===== src/rtl/example_pkg.sv =====
// Shared types for the pair-array selector: 4-bit x/y pairs packed 2x2 into a 32-bit word.
package example_pkg;

  localparam int FIELD_W = 4;
  localparam int PAIR_W  = 2 * FIELD_W;
  localparam int WORD_W  = 4 * PAIR_W;

  typedef struct packed {
    logic [FIELD_W-1:0] x;
    logic [FIELD_W-1:0] y;
  } pair_t;

  typedef pair_t [1:0][1:0] pair_arr_t;

endpackage


===== src/rtl/example_pair_select.sv =====
// Combinational pick of one pair from a 2x2 packed pair array by outer/inner index.
module pair_select
  import example_pkg::*;
(
  input  pair_arr_t arr_i,
  input  logic      p1_i,
  input  logic      p2_i,
  output pair_t     pair_o
);

  assign pair_o = arr_i[p1_i][p2_i];

endmodule


===== src/rtl/example.sv =====
// Pair-array selector top: selects data[p1][p2] and registers its x/y fields.
// Optional EXAMPLE_INPUT_REG_EN adds an input register stage (2-cycle latency).
module example
  import example_pkg::*;
(
  input  logic              clk,
  input  logic              rst_n,
  input  logic [WORD_W-1:0] data,
  input  logic              p1,
  input  logic              p2,
  output logic [FIELD_W-1:0] out_x,
  output logic [FIELD_W-1:0] out_y
);

  pair_arr_t sel_arr;
  logic      sel_p1;
  logic      sel_p2;
  pair_t     pair_d;
  pair_t     pair_q;

`ifdef EXAMPLE_INPUT_REG_EN
  pair_arr_t data_q;
  logic      p1_q;
  logic      p2_q;

  // Word and indices are captured together so a selection never mixes old and new.
  always_ff @(posedge clk or negedge rst_n) begin
    if (!rst_n) begin
      data_q <= '0;
      p1_q   <= 1'b0;
      p2_q   <= 1'b0;
    end else begin
      data_q <= pair_arr_t'(data);
      p1_q   <= p1;
      p2_q   <= p2;
    end
  end

  assign sel_arr = data_q;
  assign sel_p1  = p1_q;
  assign sel_p2  = p2_q;
`else
  assign sel_arr = pair_arr_t'(data);
  assign sel_p1  = p1;
  assign sel_p2  = p2;
`endif

  pair_select u_pair_select (
    .arr_i  (sel_arr),
    .p1_i   (sel_p1),
    .p2_i   (sel_p2),
    .pair_o (pair_d)
  );

  always_ff @(posedge clk or negedge rst_n) begin
    if (!rst_n) begin
      pair_q <= '0;
    end else begin
      pair_q <= pair_d;
    end
  end

  assign out_x = pair_q.x;
  assign out_y = pair_q.y;

endmodule


===== config.mk =====
export PLATFORM = sky130hd
export DESIGN_NAME = example
export DESIGN_NICKNAME = d
export VERILOG_FILES = /design/src/rtl/example_pkg.sv /design/src/rtl/example_pair_select.sv /design/src/rtl/example.sv
export SDC_FILE = /design/constraint.sdc
export NUM_CORES = 1
export LEC_CHECK = 0
export ABC_CLOCK_PERIOD_IN_PS = 800
export CAP_MARGIN = 20
export CORE_MARGIN = 3
export CORE_UTILIZATION = 26
export DETAILED_ROUTE_END_ITERATION = 8
export GPL_TIMING_DRIVEN = 0
export PLACE_DENSITY = 0.76
export SLEW_MARGIN = 20
export SYNTH_ARGS = -nofsm -noshare
export SYNTH_HDL_FRONTEND = slang
export SYNTH_SLANG_ARGS = --single-unit

===== constraint.sdc =====
create_clock -name clk -period 0.8 [get_ports clk]
set_input_delay 0.2 -clock clk [delete_from_list [all_inputs] [get_ports clk]]
set_output_delay 0.2 -clock clk [all_outputs]
set_load 0.02 [all_outputs]

==> summary.txt <==
outcome = finished with violations
Final Max Tran Viols = 0
slowest stage delay, CP = 0.37 ns
worst vdd ir = 534.2 uV
launch point of the worst path = out_y[3]
initial antenna violation count = 0
# hold bufs at CTS = 0
critical path startpoint category = flop
Max-slew headroom = 77.67%
post-synth cell types = 4
via count = 374
Via-to-Cell Ratio = 4.857
placed instance area = 834.6 um^2
initial core utilization = 29.03%
TritonCTS clock tree = yes
Setup-failing EPs final = 8
sequential share of power = 42.2%
combinational power share = 32.6%
yosys warns = 0
met3 track utilization from global routing = 6.375%
# nets final = 100
Wirelength per Cell = 13.79 um
Design Power = 1.102 mW
failing checks = negative setup slack
CP Data Required Time = 0.60 ns
global-route track usage on met2 = 20.34%
vias in the first global route = 412
Final Cell Area = 829.5 um^2
CP bufs+invs = 1
sum of negative setup slack = -1.081 ns
busiest grt layer = met2
Hold WS = 0.2255 ns
Syn Inst Count = 18
grt ovf = 0
final wirelength = 1.062 mm
die width = 45.06 um
first-pass GRT wire length = 1.725 mm
area grow syn2layout = 109.1%
# diodes = 0
Finished Core Util = 60.71%
Rows = 13
Clock H-tree levels = 1
Cell Pwr Density = 1329 nW/um^2
largest net degree at the start of global routing = 9
post-route antenna net violation count = 0
Seq/Total Area, Yosys = 50.47%
clk sink count = 8
Clk pwr share = 25.2%
# port buffers = 41
post-layout minimum cycle time = 0.9407 ns
max_cap viols = 0
Seq cells post-synth = 8
Placeable Area = 1366 um^2
Die ar. = 2030 um^2
DR DRC count = 0
Pint = 851.6 uW
CP Cell Sequence = buf_6
hold crit path type = in -> async
Worst-path clk slew = 0.05 ns
syn_nets = 54
CP endpoint kind = output pin
Critical Setup Path Class = reg -> out
# fillers = 129
CTS Root Cell = clkbuf_4
CP max-delay cell = dfrtp_1
first-pass detailed-route iteration total = 1
Setup WS post-layout = -0.1407 ns
sw frac = 22.75%
routability cong. = 0.5958
gr usage total = 12.73%
cell family with most CP delay = flip-flops
CP Data Arrival Time = 0.74 ns
CTS buffer count = 3
RSZ-0062 raised after global routing = yes
Setup Fix Bufs, Post-CTS = 0
height of the die = 45.06 um
Final Cycle Share = 117.6%
Clock Path Buffers = 2
fmax = 1063 MHz
Synth Area per Inst = 22.04 um^2
Worst-Margin Slew = 0.3338 ns
layout cell share with drive strength beyond 1 = 33.87%
leakage power = 0.3908 nW
Initial DRC Count = 0
CP max FO = 1
Final Hold Fails = 0
switching power of the nets = 250.8 uW
met1 Use GR = 12.79%
num ports = 44
Mapped Area = 396.6 um^2
==> registers in the layout (all words and copies together), names as in the netlist <==
register,count
out_x,4
out_y,4
==> layout make-up <==
class	instances	area, um^2	share of cell area (%)
buffer	2	25.02	3.017
clock buffer	3	22.52	2.715
multi-input combinational	8	180.2	21.72
sequential	8	200.2	24.13
tap	15	18.77	2.262
timing repair buffer	41	382.9	46.15
==> what timing repair did <==
item	in CTS	in global routing
hold endpoints to repair	0	0
resized for setup	81	1
endpoints found under the setup margin	16	9
==> power groups by stage <==
stage / clock network, mW / registers, mW / logic [mW]
5_1_grt: 0.327 / 0.467 / 0.386
6_report: 0.278 / 0.465 / 0.359
3_5_place_dp: 0 / 0.464 / 0.413
4_1_cts: 0.299 / 0.466 / 0.366
2_1_floorplan: 0 / 0.518 / 0.0960
3_3_place_gp: 0 / 0.461 / 0.405
==> kinds of logic (layout without fill, tap and decap cells) <==
family                 count (synthesis)  after routing  synth area share, %
muxes                                  8              8                45.43
buffers and inverters                  2             46                4.100
DFF                                    8              8                50.47
==> worst paths after layout <==
kind | endpoint | slack, ns | cells past startpoint
setup / recovery | out_y[3] | -0.14 | 1
hold / removal | out_y[1] | 0.23 | 1
max in group asynchronous | out_x[0] | 0.33 | 1
min in group clk | out_y[0] | 0.31 | 2
==> synth_stat cells, drive strengths merged <==
cell type | n | area, um^2
clkbuf | 1 | 5.000
mux4 | 8 | 180.2
buf | 1 | 11.26
dfrtp | 8 | 200.2
==> metal layers <==
metal	vias up	wire, um
met2	40	486
li1	166	-
met3	0	223
met5	-	0
met1	168	352
met4	0	0
==> metrics by stage <==
| stage | worst slack [ns] | cells |
|---|---|---|
| 6_report | -0.1407 | 77 |
| 2_1_floorplan | -0.1205 | 18 |
| 4_1_cts | -0.1609 | 77 |
| 3_3_place_gp | -0.4160 | 74 |
| 5_1_grt | -0.1747 | 77 |
| 3_5_place_dp | -0.4554 | 74 |
==> cell usage in the layout (no fill, tap or decap), drive strengths merged <==
master         count
clkbuf             4
mux4               8
buf                9
clkdlybuf4s15      2
clkdlybuf4s50      1
dlygate4sd2       30
dfrtp              8
Note: power is estimated with default switching activity, not from simulation.
